[config.mk]
export PLATFORM = sky130hd
export DESIGN_NAME = divider24x8
export DESIGN_NICKNAME = d
export VERILOG_FILES = /design/src/rtl/divider_pkg.sv /design/src/rtl/divider24x8_div_step.sv /design/src/rtl/divider24x8.sv
export SDC_FILE = /design/constraint.sdc
export NUM_CORES = 1
export LEC_CHECK = 0
export CAP_MARGIN = 20
export CORE_ASPECT_RATIO = 0.8
export CORE_MARGIN = 2
export CORE_UTILIZATION = 34
export DETAILED_ROUTE_END_ITERATION = 8
export PLACE_DENSITY = 0.66
export SLEW_MARGIN = 20
export SYNTH_ARGS = -nofsm -noshare
export SYNTH_HDL_FRONTEND = slang
export SYNTH_HIERARCHICAL = 1
export SYNTH_SLANG_ARGS = --single-unit
[constraint.sdc]
create_clock -name clk -period 5.1 [get_ports clk]
set_clock_uncertainty 0.2 [all_clocks]
set_input_delay 0.765 -clock clk [delete_from_list [all_inputs] [get_ports clk]]
set_output_delay 0.765 -clock clk [all_outputs]
set_load 0.02 [all_outputs]
[src/rtl/divider_pkg.sv]
// rtl/divider_pkg.sv - shared widths, FSM encoding and counter sizing for divider24x8
//
// Contents:
//   DEF_DW_DIVIDEND / DEF_DW_DIVISOR : default operand widths
//   state_t                          : FSM encoding (IDLE=0, CALC=1, DONE=2)
//   cnt_width()                      : bit-counter width for a given dividend width
//   CNT_W                            : bit-counter width for the default dividend width
package divider_pkg;

    localparam int DEF_DW_DIVIDEND = 24;
    localparam int DEF_DW_DIVISOR  = 8;

    typedef enum logic [1:0] {
        IDLE = 2'd0,
        CALC = 2'd1,
        DONE = 2'd2
    } state_t;

    // Counter only has to reach dw-1; keep at least one bit for dw == 1.
    function automatic int cnt_width(input int dw);
        return (dw > 1) ? $clog2(dw) : 1;
    endfunction

    localparam int CNT_W = cnt_width(DEF_DW_DIVIDEND);

endpackage

[src/rtl/divider24x8_div_step.sv]
// rtl/divider24x8_div_step.sv - one restoring shift-subtract step (combinational)
//
// Ports:
//   rem_in  [DW_DIVISOR:0]   : working remainder before this step
//   bit_in                   : next dividend bit (MSB first)
//   divisor [DW_DIVISOR-1:0] : latched divisor
//   q_bit                    : quotient bit produced by this step
//   rem_out [DW_DIVISOR:0]   : working remainder after this step
module div_step #(
    parameter int DW_DIVISOR = 8
) (
    input  logic [DW_DIVISOR:0]   rem_in,
    input  logic                  bit_in,
    input  logic [DW_DIVISOR-1:0] divisor,
    output logic                  q_bit,
    output logic [DW_DIVISOR:0]   rem_out
);

    logic [DW_DIVISOR+1:0] shifted;
    logic [DW_DIVISOR:0]   diff;

    assign shifted = {rem_in, bit_in};

    // For a non-zero divisor the shifted value is below 2*divisor, so its top
    // bit is clear and the narrower subtraction is exact. With a zero divisor
    // the remainder degenerates into a plain shift register of dividend bits.
    assign diff    = shifted[DW_DIVISOR:0] - {1'b0, divisor};
    assign q_bit   = (shifted >= {2'b00, divisor});
    assign rem_out = q_bit ? diff : shifted[DW_DIVISOR:0];

endmodule

[src/rtl/divider24x8.sv]
// rtl/divider24x8.sv - sequential unsigned divider, one quotient bit per cycle
//
// Optional feature macro: DIVIDER24X8_DBZ_ERR_EN (adds dbz_err and a fast
// divide-by-zero path straight to DONE).
//
// Ports:
//   clk, rst                  : clock, asynchronous active-high reset
//   start                     : division request, honoured only in IDLE
//   dividend [DW_DIVIDEND-1:0]: numerator, captured with start
//   divisor  [DW_DIVISOR-1:0] : denominator, captured with start
//   busy                      : high in CALC and DONE
//   done                      : one-cycle pulse with fresh results
//   quotient [DW_DIVIDEND-1:0]: result, held until the next DONE
//   remainder[DW_DIVISOR-1:0] : result, held until the next DONE
//   dbz_err                   : (macro only) last division had a zero divisor
module divider24x8
    import divider_pkg::*;
#(
    parameter int DW_DIVIDEND = DEF_DW_DIVIDEND,
    parameter int DW_DIVISOR  = DEF_DW_DIVISOR
) (
    input  logic                   clk,
    input  logic                   rst,
    input  logic                   start,
    input  logic [DW_DIVIDEND-1:0] dividend,
    input  logic [DW_DIVISOR-1:0]  divisor,
    output logic                   busy,
    output logic                   done,
    output logic [DW_DIVIDEND-1:0] quotient,
    output logic [DW_DIVISOR-1:0]  remainder
`ifdef DIVIDER24X8_DBZ_ERR_EN
    ,
    output logic                   dbz_err
`endif
);

    localparam int             CW   = cnt_width(DW_DIVIDEND);
    localparam logic [CW-1:0]  LAST = CW'(DW_DIVIDEND - 1);

    state_t                 state;
    logic [CW-1:0]          cnt;
    logic [DW_DIVIDEND-1:0] dvd;   // dividend bits shift out, quotient bits shift in
    logic [DW_DIVISOR-1:0]  dvs;
    logic [DW_DIVISOR:0]    rem;
    logic                   q_bit;
    logic [DW_DIVISOR:0]    rem_nxt;
    logic [DW_DIVIDEND-1:0] quo_nxt;

    div_step #(
        .DW_DIVISOR (DW_DIVISOR)
    ) u_step (
        .rem_in  (rem),
        .bit_in  (dvd[DW_DIVIDEND-1]),
        .divisor (dvs),
        .q_bit   (q_bit),
        .rem_out (rem_nxt)
    );

    assign quo_nxt = {dvd[DW_DIVIDEND-2:0], q_bit};

    always_ff @(posedge clk or posedge rst) begin
        if (rst) begin
            state     <= IDLE;
            cnt       <= '0;
            dvd       <= '0;
            dvs       <= '0;
            rem       <= '0;
            busy      <= 1'b0;
            done      <= 1'b0;
            quotient  <= '0;
            remainder <= '0;
`ifdef DIVIDER24X8_DBZ_ERR_EN
            dbz_err   <= 1'b0;
`endif
        end else begin
            done <= 1'b0;
            case (state)
                IDLE: begin
                    if (start) begin
                        dvd  <= dividend;
                        dvs  <= divisor;
                        rem  <= '0;
                        cnt  <= '0;
                        busy <= 1'b1;
`ifdef DIVIDER24X8_DBZ_ERR_EN
                        if (divisor == '0) begin
                            state     <= DONE;
                            done      <= 1'b1;
                            quotient  <= '0;
                            remainder <= '0;
                            dbz_err   <= 1'b1;
                        end else begin
                            state <= CALC;
                        end
`else
                        state <= CALC;
`endif
                    end
                end
                CALC: begin
                    dvd <= quo_nxt;
                    rem <= rem_nxt;
                    cnt <= cnt + 1'b1;
                    if (cnt == LAST) begin
                        state     <= DONE;
                        done      <= 1'b1;
                        quotient  <= quo_nxt;
                        remainder <= rem_nxt[DW_DIVISOR-1:0];
`ifdef DIVIDER24X8_DBZ_ERR_EN
                        dbz_err   <= 1'b0;
`endif
                    end
                end
                DONE: begin
                    state <= IDLE;
                    busy  <= 1'b0;
                end
                default: begin
                    state <= IDLE;
                    busy  <= 1'b0;
                end
            endcase
        end
    end

endmodule

==> flow_metrics.py, run 1 <==
metrics = {
    "run_status": {
        "outcome": "completed",
    },
    "yosys": {
        "netlist_area_um2": 4108,
        "synth.distinct_cells": 49,
        "synth-edff-count": 0,
        "synth_fp_nets": 393,
        "yosysWarnings": 6,
        "ys.flop_type": "dfrtp_1",
        "yosys_register_bits": 82,
        "syn_avg_cell_area_um2": 11.80,
        "synthArstFlopShare": 1.000,
        "synth_cells": 348,
        "yosysSeqAreaShare": 0.4995,
    },
    "placed_design": {
        "dp_slack_ps": 1711,
        "dp_cells": 546,
        "dp_hpwl_mm": 5.899,
        "portBuffers": 68,
        "place.gp.congestion": 0.7927,
    },
    "critical_path": {
        "cp-startpoint": "dvd[23]",
        "r2r-end": "remainder[1]",
        "r2r_setup_slack_ps": 1940,
        "r2r-start": "dvd[23]",
        "worstPathRequired_ps": 5120,
        "arrival_ps": 3180,
        "r2r_cells": 9,
        "crit_path_end_kind": "flop",
        "cp-start-kind": "flop",
        "critPathKind": "flop to flop",
        "cp_max_fo": 14,
    },
    "sta": {
        "fmax_ghz": 0.3161,
        "finalSetupViolations": 0,
        "setup_ws_ps": 1937,
        "finalHoldViolations": 0,
        "period_needed_ps": 3163,
        "drv_slew": 0,
        "fin_crit_sh": 0.6202,
        "fin_setup_tns_ps": 0,
        "relSlewSlack": 0.4007,
        "worst_pin_slew_ps": 899.0,
        "rsz0062_at_grt": "false",
    },
    "floorplanning": {
        "fp.dieH_um": 102.3,
        "start_util": 0.3526,
        "coreArea_um2": 11650,
        "dieArea_um2": 12980,
        "num_io_pins": 69,
        "rows": 35,
        "die_w_um": 126.9,
    },
    "clock_network": {
        "insertion_delay_ps": 330,
        "cts_buffer_depth": 2,
        "cts_resized": 0,
        "cts_sinks": 82,
        "cts_setup_buffers": 0,
        "cts_tree": "built",
        "cts_made_buffers": 9,
        "clkTransAtPathRegs_ps": 60,
        "cts_hold_buf": 0,
        "root_buffer": "clkbuf_16",
        "h-tree-depth": 3,
    },
    "pwr": {
        "ir_worst_vdd_mv": 0.2982,
        "p_leak_nw": 2.323,
        "internal_power_mw": 2.092,
        "p_per_area_nw_per_um2": 639.0,
        "p_clk_frac": 0.204,
        "p_seq_frac": 0.340,
        "power.share.switching": 0.3644,
        "p_sw_mw": 1.199,
        "total_power_mw": 3.291,
        "comb_power_share": 0.456,
    },
    "route": {
        "num_vias": 2816,
        "via_per_inst": 5.029,
        "drtPass1Iterations": 4,
        "totalWireLength_mm": 8.683,
        "detail_route.wl_per_cell_um": 15.51,
        "ant_nets": 0,
        "drt_iter0_markers": 237,
        "drc": 0,
    },
    "global_route": {
        "antenna_found_initial": 0,
        "grt_max_degree": 51,
        "grt_pass1_vias": 2895,
        "grt_pass1_wl_mm": 14.46,
        "grt.total_usage": 0.1404,
        "grt-ovfl-total": 0,
    },
    "min_path": {
        "hold_path_depth": 1,
        "holdCritPathClass": "flop to flop",
        "hold_end": "busy",
        "min_from": "busy",
    },
    "cells_and_area": {
        "area_delta_synth_final_pct": 25.37,
        "antenna_cells": 0,
        "final_cell_count_no_fill": 560,
        "drive_gt1_frac": 0.1675,
        "fin_nets": 454,
    },
    "job": {
        "max_cap_viol_count": 0,
    },
}
## power groups by stage
stage               clock [mW]  combinational, mW  sequential [mW]
finish                   0.670               1.50             1.12
global route             0.716               1.67             1.16
CTS                      0.686               1.50             1.12
detailed placement           0               1.50             1.13
global placement             0               1.45             1.13
floorplan                    0               1.08             1.15
## cell usage after synthesis, types with 2 or more instances
master	count	area, um2
nand4b_1	2	17.52
buf_2	8	40.04
nand4_1	3	18.77
a21oi_1	30	150.1
nand2_1	35	131.4
mux2_2	12	135.1
nor2_1	5	18.77
and3b_1	23	201.4
mux2_4	29	435.4
buf_12	3	60.06
buf_4	2	15.01
dfrtp_1	82	2052
nand2b_1	3	18.77
a21boi_0	2	15.01
mux2i_1	3	30.03
nor2b_1	3	18.77
o21ai_0	33	165.2
ha_1	9	112.6
nand3_1	2	10.01
a22o_1	10	87.58
clkbuf_1	6	22.52
inv_1	13	48.80
nor3b_1	2	15.01
xor2_1	3	26.28
## cell type report
type | instances | area [um2]
sequential | 82 | 2052
multi-input combinational | 232 | 1853
fill | 1075 | 6499
timing repair buffer | 71 | 703.2
clock buffer | 9 | 225.2
tap | 148 | 185.2
clock inverter | 5 | 81.33
inverter | 13 | 50.05
## cells by family after synthesis
group / Yosys count / share of synthesized area
mux: 44 / 0.1462
fa+ha+maj: 10 / 0.03229
xor+xnor: 4 / 0.008530
simple gates: 86 / 0.1365
compound gates: 88 / 0.1276
buf+inv: 34 / 0.04934
flops: 82 / 0.4995
## flip-flops by register name, indices dropped and copies added (netlist names)
register,cells
dvd,24
done,1
state,2
remainder,8
busy,1
cnt,5
dvs,8
rem,9
quotient,24
## layer usage
layer	wire length, um	vias to the layer above	GRT usage
met5	0	-	0
met4	140	0	0.05325
met3	258	11	0.03194
li1	-	1355	-
met2	3992	52	0.2167
met1	4292	1398	0.1948
## cells in the final DEF (no fill, tap or decap), drive strengths merged, types with 2 or more instances in the layout
| master | synthesis | final |
|---|---|---|
| clkbuf | 7 | 9 |
| buf | 14 | 3 |
| nand2b | 4 | 4 |
| clkdlybuf4s50 | 0 | 68 |
| nand3 | 2 | 2 |
| mux2 | 41 | 41 |
| xor2 | 3 | 3 |
| nand4 | 3 | 3 |
| dfrtp | 82 | 82 |
| clkinv | 0 | 3 |
| o21ai | 34 | 34 |
| mux2i | 3 | 3 |
| ha | 9 | 9 |
| and3b | 23 | 23 |
| nor2b | 4 | 4 |
| a21o | 2 | 2 |
| nand2 | 35 | 35 |
| nand4b | 3 | 3 |
| a21boi | 2 | 2 |
| o21bai | 2 | 2 |
| nor2 | 6 | 6 |
| a21oi | 31 | 31 |
| o31ai | 2 | 2 |
| inv | 13 | 12 |
| bufinv | 0 | 2 |
| a22o | 10 | 10 |
| nor3b | 3 | 3 |
## how the worst max path moves through the flow
stage                   end  slack (ps)  depth (start not counted)
6_report       remainder[1]        1940                          9
5_1_grt        remainder[1]        1800                          9
4_1_cts        remainder[1]        1980                          9
3_5_place_dp         dvs[6]        1710                          3
3_3_place_gp         dvs[6]        1820                          3
2_1_floorplan          busy        2030                          1
## per-stage QoR
step,hold slack [ps],cell area (um2),utilization
4_1_cts,302.7,5150,0.4421
3_5_place_dp,289.1,4843,0.4158
5_1_grt,313.0,5150,0.4421
3_3_place_gp,283.0,4843,0.4158
2_1_floorplan,260.1,4108,-
6_report,295.0,5150,0.4421
## critical path: stages (launching register included)
cell,delay [ps]
dfrtp_1,400
inv_1,90
ha_1,160
inv_1,50
fa_1,410
nand3_1,160
a21oi_1,130
nor4b_4,750
mux2_2,440
mux2_4,260
(Power assumes the default switching activity.)
==> run 2, diff against run 1 <==
==> constraint.sdc (replaced) <==
create_clock -name clk -period 3.15 [get_ports clk]
set_clock_uncertainty 0.2 [all_clocks]
set_input_delay 0.4725 -clock clk [delete_from_list [all_inputs] [get_ports clk]]
set_output_delay 0.4725 -clock clk [all_outputs]
set_load 0.02 [all_outputs]
==> run 2 against run 1 <==
- clock power grew 67%
- first-iteration DRC count shrank 40%
- setup slack lost 1600 ps
- clock-buffer cell count is the same
- non-clock buffer count grew 7
- sequential share of layout area shrank 0.50 points
- cell count grew 1.6%
- power grew 64%
- cell area grew 1.3%
- combinational power grew 65%
==> flow_metrics.py, run 2 (same netlist as run 1, synthesis figures left out) <==
metrics = {
    "sta": {
        "drv_slew": 0,
        "fin_crit_sh": 0.8990,
        "finalHoldViolations": 0,
        "rsz0062_at_grt": "false",
        "relSlewSlack": 0.4774,
        "worst_pin_slew_ps": 783.9,
        "fmax_ghz": 0.3531,
        "period_needed_ps": 2832,
        "finalSetupViolations": 0,
        "hold_slack_ps": 281.2,
        "fin_setup_tns_ps": 0,
    },
    "placed_design": {
        "place.gp.congestion": 0.8082,
        "dp_hpwl_mm": 6.352,
        "portBuffers": 68,
        "post_dp_cell_area_um2": 4896,
    },
    "clock_network": {
        "h-tree-depth": 3,
        "root_buffer": "clkbuf_16",
        "cts_setup_buffers": 0,
        "clkTransAtPathRegs_ps": 60,
        "cts_sinks": 82,
        "cts_resized": 0,
        "cts_made_buffers": 9,
        "cts_buffer_depth": 2,
        "insertion_delay_ps": 330,
        "cts_hold_buf": 0,
        "cts_tree": "built",
    },
    "route": {
        "totalWireLength_mm": 9.185,
        "via_per_inst": 5.060,
        "detail_route.wl_per_cell_um": 16.14,
        "num_vias": 2879,
        "ant_nets": 0,
        "drt_iter0_markers": 143,
        "drc": 0,
        "drtPass1Iterations": 4,
    },
    "pwr": {
        "p_leak_nw": 2.361,
        "p_per_area_nw_per_um2": 1036,
        "total_power_mw": 5.405,
        "ir_worst_vdd_mv": 0.3900,
    },
    "floorplanning": {
        "die_w_um": 126.9,
        "rows": 35,
        "num_io_pins": 69,
        "fp.dieH_um": 102.3,
        "start_util": 0.3526,
        "coreArea_um2": 11650,
        "dieArea_um2": 12980,
    },
    "cells_and_area": {
        "final_common_cell": "dfrtp_1",
        "reg_top3": "dvd x24, quotient x24, rem x9",
        "drive_gt1_frac": 0.1853,
        "final_cell_mix": "82 x dfrtp_1, 68 x clkdlybuf4s50_1, 35 x nand2_1",
        "fin_area_um2": 5215,
        "antenna_cells": 0,
        "area_delta_synth_final_pct": 26.96,
        "finish.utilization": 0.4477,
        "fin_nets": 461,
    },
    "critical_path": {
        "cp_slowest_stage_delay_ps": 490,
        "cp-start-kind": "flop",
        "crit_path_end_kind": "flop",
        "r2r-start": "dvd[23]",
        "critPathKind": "flop to flop",
        "cp-endpoint": "remainder[1]",
        "arrival_ps": 2850,
        "worstPathRequired_ps": 3170,
        "r2r_setup_slack_ps": 320,
        "cp_num_cells": 9,
        "r2r_cells": 9,
        "critPathMostFrequentCell": "inv_1",
        "r2r-end": "remainder[1]",
        "crit_path_cell_trace": "inv_1 > ha_1 > inv_1 > fa_1 > nand3_1 > a21oi_1 > nor4b_4 > mux2_2 > mux2_4",
        "cp_top_family": "multiplexers",
        "cp_slowest_cell": "nor4b_4",
        "crit_buf_inv": 2,
        "cp_max_fo": 8,
        "cp-startpoint": "dvd[23]",
    },
    "min_path": {
        "holdCritPathClass": "flop to flop",
    },
    "run_status": {
        "outcome": "completed",
    },
    "global_route": {
        "grt.total_usage": 0.1462,
        "grt_pass1_vias": 2899,
        "antenna_found_initial": 0,
        "grt_max_degree": 37,
        "grt_pass1_wl_mm": 14.83,
        "grt-ovfl-total": 0,
    },
    "job": {
        "max_cap_viol_count": 0,
    },
}
==> run 2: per-stage QoR <==
stage | worst slack (ps) | cells
after detailed placement | 350.9 | 553
after global routing | 148.2 | 569
final | 318.2 | 569
after global placement | 406.7 | 553
after floorplan | 369.1 | 348
after CTS | 317.5 | 569
==> run 2: worst min-delay path by stage <==
stage	startpoint	to	slack (ps)	cells past startpoint
detailed placement	busy	busy	270	1
global placement	busy	busy	270	1
floorplan	rem[8]	rem[8]	260	1
global route	busy	busy	320	1
finish	busy	busy	280	1
CTS	busy	busy	290	1
==> run 2: where the power goes <==
part	total, mW	switching (mW)	internal, mW
sequential	1.81	0.332	1.48
combinational	2.47	1.23	1.25
clock	1.12	0.424	0.692
total	5.40	1.98	3.42
==> run 2: layout make-up <==
cell class | instances | area (um2)
well taps | 148 | 185.2
clock buffers | 9 | 225.2
multi-input cells | 232 | 1853
clock inverters | 7 | 93.84
inverters | 13 | 50.05
fillers | 1048 | 6434
flip-flops and latches | 82 | 2052
repair buffers | 78 | 755.7
==> run 2: per-layer routing <==
layer,part of all wire,GRT usage,up-vias,wire [um]
met5,0,0,-,0
met4,0.0079,0.04142,0,73
met3,0.035,0.03194,5,325
met2,0.48,0.2390,52,4367
met1,0.48,0.1983,1444,4419
li1,-,-,1378,-
==> RTL change 1: new RTL, settings of run 2 <==
Set the package constant `DEF_DW_DIVISOR` to 12 (it was 8).
--- a/src/rtl/divider_pkg.sv
+++ b/src/rtl/divider_pkg.sv
@@ -10,3 +10,3 @@
     localparam int DEF_DW_DIVIDEND = 24;
-    localparam int DEF_DW_DIVISOR  = 8;
+    localparam int DEF_DW_DIVISOR  = 12;
 
Interface: changed (resized divisor and remainder); port bits go from 69 to 77. The function was not compared with the original's and may differ.
==> RTL change 1 against run 2 <==
Routed wire length rose by 18%. Area after synthesis rose by 18%. Setup slack got worse by 0.14 ns. Total power rose by 26%. Sequential cell count rose by 12. Largest cell class unchanged. Design area rose by 17%. Non-clock buffer count rose by 13.
==> RTL change 1: results (changes against run 2) <==
[run_status]
outcome=completed  ; unchanged

[grt]
grt_max_degree=51  ; was 37
grt_pass1_wl_microns=17700  ; was 14,800 microns
grt_antenna_before_repair=0  ; unchanged
track_usage=0.149  ; was 0.146

[finish]
multiInputGateArea_sq_um=2260  ; was 1850 sq um
fin_nets=545  ; was 461
nFillCells=1283  ; was 1,048
reg_top3=dvd: 24 flops, quotient: 24 flops, rem: 13 flops  ; was dvd: 24 flops, quotient: 24 flops, rem: 9 flops
antennaDiodeCount=0  ; unchanged
final_layout_size_suffix_gt1_frac=0.203  ; was 0.185

[synthesis]
yosys-top-cells-count=dfrtp_1, o21ai_0, mux2_4  ; was dfrtp_1, nand2_1, o21ai_0
synth_area_leaders=dfrtp_1, mux2_4, mux2_2  ; was dfrtp_1, mux2_4, and3b_1
ys.warnings.count=6  ; unchanged
synth-async-reset-ratio=1.00  ; unchanged
synthCells=414  ; was 348
ys_types=50  ; was 49
syn_nets=467  ; was 393
yosysSeqAreaShare=0.484  ; was 0.500

[drt]
drtIter0Drc=284  ; was 143
wl_microns=10800  ; was 9190 microns
wl_per_cell_microns=15.9  ; was 16.1 microns
drt_first_pass_iters=4  ; unchanged
vias=3357  ; was 2,879

[worst_setup_path]
rr_startpoint=dvd[23]  ; unchanged
cp_data_arrival_time_ns=3.00  ; was 2.85 ns
critPathMaxFanout=7  ; was 8
crit_start=dvd[23]  ; unchanged

[clock_tree]
htreeDepth=3  ; unchanged
cts_root_buf=clkbuf_16  ; unchanged
cts_buffers=9  ; unchanged
clkLatencyLatePin_ns=0.35  ; was 0.33 ns
cts.reportedPaths.clkPinSlew_ns=0.07
cts_buffer_depth=2  ; unchanged

[power]
p_leak_nw=2.76  ; was 2.36 nW
p_per_area_nw_per_um2=1110  ; was 1040 nW/um^2
vdd_drop_max_mv=0.368  ; was 0.390 mV
p_int_mw=4.18  ; was 3.42 mW

[placed_design]
postPlaceCellArea_sq_um=5800  ; was 4900 sq um
dpl.hpwl_microns=7750  ; was 6350 microns
dpl_worst_slack_ns=0.0995  ; was 0.351 ns
numPortBuffers=76  ; was 68
placedCellCount=663  ; was 553
place_congestion=0.839  ; was 0.808

[sta]
max_slew_margin=0.541  ; was 0.477

[hold_path]
min_path_type=in2async  ; was reg2reg

[RTL change 1: changes by cell type in the layout (fill, tap and decap cells not counted), sizes merged, moves of 3 or more]
cell and change:
clkdlybuf4s50 +8, o21ai +4, nand2 -3, buf +5, nand3 +7, ha +4, mux2 +13, dfrtp +12
inv +10, nor3 +3, a22o +4
[RTL change 1: worst paths after layout]
| check | endpoint | cells past startpoint | slack [ns] |
|---|---|---|---|
| max reg2reg | remainder[9] | 11 | 0.18 |
| max | remainder[9] | 11 | 0.18 |
| min reg2reg | busy | 1 | 0.30 |
| min | quotient[2] | 2 | 0.25 |
| max in group asynchronous | remainder[4] | 3 | 1.90 |
| min in group clk | busy | 1 | 0.30 |
[RTL change 1: final cells by class]
| cell class | instances | area share |
|---|---|---|
| Inverter | 20 | 0.0135 |
| Multi-Input combinational cell | 276 | 0.369 |
| Timing Repair Buffer | 91 | 0.147 |
| Clock inverter | 7 | 0.0119 |
| Clock buffer | 9 | 0.0368 |
| Sequential cell | 94 | 0.385 |
| Tap cell | 184 | 0.0376 |
[RTL change 1: per-layer routing]
metal  track usage  part of all wire
met5             0                 0
met4        0.0612             0.016
met3        0.0251             0.032
met2         0.221              0.46
met1         0.214              0.49
[RTL change 1: worst max-delay path, stage by stage (launching register included)]
cell and delay, ns:
dfrtp_1 0.36, inv_1 0.05, ha_1 0.21, fa_2 0.36
and2b_1 0.24, o2111ai_2 0.15, a21oi_2 0.26, o211ai_4 0.10
and2_2 0.25, inv_6 0.11, mux2_4 0.31, mux2_4 0.26
[RTL change 1: cells by family after synthesis]
logic type | Yosys count | share of synthesized area
AOI/OAI and AO/OA | 104 | 0.137
xor gates and xnor gates | 6 | 0.0108
adders and majority gates | 14 | 0.0376
buffers and inverters | 44 | 0.0526
DFF | 94 | 0.484
muxes | 55 | 0.154
and+or+nand+nor | 97 | 0.124
[RTL change 1: power groups by stage]
| stage | registers [mW] | logic (mW) | clock network [mW] |
|---|---|---|---|
| after CTS | 2.11 | 3.58 | 1.13 |
| after detailed placement | 2.13 | 3.56 | 0 |
| after global routing | 2.18 | 3.93 | 1.19 |
| after floorplan | 2.18 | 2.54 | 0 |
| final | 2.11 | 3.60 | 1.10 |
| after global placement | 2.12 | 3.46 | 0 |
[RTL change 1: repair_timing]
| action | CTS | global route |
|---|---|---|
| buffers inserted | 0 | 2 |
| endpoints found under the setup margin | 0 | 18 |
| gates resized for setup | 0 | 2 |
==> RTL change 2: new RTL, flow settings as in run 2 <==
Made on the original files. Make the reset (`rst`) synchronous in one clocked block. Comments in the files are not updated.
--- a/src/rtl/divider24x8.sv
+++ b/src/rtl/divider24x8.sv
@@ -60,3 +60,3 @@
 
-    always_ff @(posedge clk or posedge rst) begin
+    always_ff @(posedge clk) begin
         if (rst) begin
Formal check against the unedited RTL: differs if rst is asserted again (counterexample within 4 cycles, from zero or initial values and one cycle with rst high); with rst held inactive, the same outputs for 10 cycles.
==> RTL change 2 against run 2 <==
Setup slack improved by 0.22 ns. Routed wire length is 3.2% higher. First-iteration DRC count up 66%. Synthesized cell count up 34%. Area after synthesis about the same. Sequential cell count is the same. Design area down 3.0%.
Power is not compared: it rests on default switching activity, and its combinational part moved more than twofold at a synthesized area within 25%.
==> RTL change 2: results (changes against run 2) <==
[run_status]
outcome=completed  ; unchanged

[grt]
grt_pass1_vias=3207  ; was 2,899
met1_usage=0.209  ; was 0.198
grt_pass1_wl_microns=15600  ; was 14,800 microns
track_usage=0.149  ; was 0.146

[sta]
worst_slew_pin_slew_ns=0.743  ; was 0.784 ns

[placed_design]
dpl_worst_slack_ns=0.598  ; was 0.351 ns
postPlaceCellArea_sq_um=4780  ; was 4900 sq um

[hold_path]
whs_path_depth=2  ; was 1
min-delay-start=dvs[5]  ; was busy

[drt]
drt_first_pass_iters=5  ; was 4
wl_met1_microns=4770  ; was 4420 microns
vias_per_cell=4.99  ; was 5.06
wl_met3_microns=400  ; was 325 microns

[finish]
final_layout_size_suffix_gt1_frac=0.0691  ; was 0.185

[worst_setup_path]
worst-path-buf-inv=3  ; was 2
slowest_stage=fa_1  ; was nor4b_4
r2r_cells=11  ; was 9
cp_data_arrival_time_ns=2.61  ; was 2.85 ns
worstReg2RegEnd=rem[1]  ; was remainder[1]
rrSetupSlack_ns=0.54  ; was 0.32 ns

[synthesis]
syn_nets=510  ; was 393
synth_area_leaders=dfxtp_1, nand2b_1, mux2i_1  ; was dfrtp_1, mux2_4, and3b_1
yosys-top-cells-count=dfxtp_1, nand2b_1, nand2_1  ; was dfrtp_1, nand2_1, o21ai_0
synth-async-reset-ratio=0  ; was 1.00

==> RTL change 2: cell types whose count changed after synthesis, moves of 23 or more <==
cell	run 2	this run
dfxtp_1	0	82
nand2_1	35	61
mux2i_1	3	35
dfrtp_1	82	0
nor2_1	5	30
nand2b_1	3	66
and3b_1	23	0
mux2_4	29	0
o21ai_0	33	5
==> RTL change 2: logic make-up (layout without fill, tap and decap cells) <==
group           Yosys count  in the layout  share of synthesized area
compound gates           96             96                      0.151
xor+xnor                  3              3                    0.00640
fa+ha+maj                10             10                     0.0323
buf+inv                  44            100                     0.0719
flops                    82             82                      0.400
mux                      36             36                     0.0881
simple gates            194            194                      0.250
==> RTL change 2: final cells by class <==
class                           instances  area (sq um)
Clock inverter                          3          42.5
Multi-Input combinational cell        339          2170
Clock buffer                           11           233
Fill cell                            1150          6590
Sequential cell                        82          1640
Timing Repair Buffer                   74           746
Inverter                               12          45.0
Tap cell                              148           185
==> RTL change 2: worst max-delay path by stage <==
stage / cells past startpoint / endpoint / slack, ns
after global routing: 12 / rem[7] / 0.40
after CTS: 11 / rem[1] / 0.58
after global placement: 11 / remainder[1] / 0.70
after floorplan: 11 / remainder[0] / 0.82
after detailed placement: 11 / rem[1] / 0.60
final: 11 / rem[1] / 0.54
==> RTL change 2: worst register-to-register path: stages (launching register included) <==
cell and delay [ns]:
dfxtp_1 0.31, inv_1 0.07, ha_1 0.16, inv_1 0.06
fa_1 0.40, nand3_1 0.16, a21oi_1 0.14, nor4b_4 0.31
buf_4 0.19, mux2_2 0.35, nand2_1 0.06, a21oi_1 0.06
==> RTL change 2: metrics by stage <==
step	hold slack [ns]	std cells
2_1_floorplan	0.236	465
3_3_place_gp	0.248	655
3_5_place_dp	0.249	655
4_1_cts	0.257	669
5_1_grt	0.276	669
6_report	0.256	669
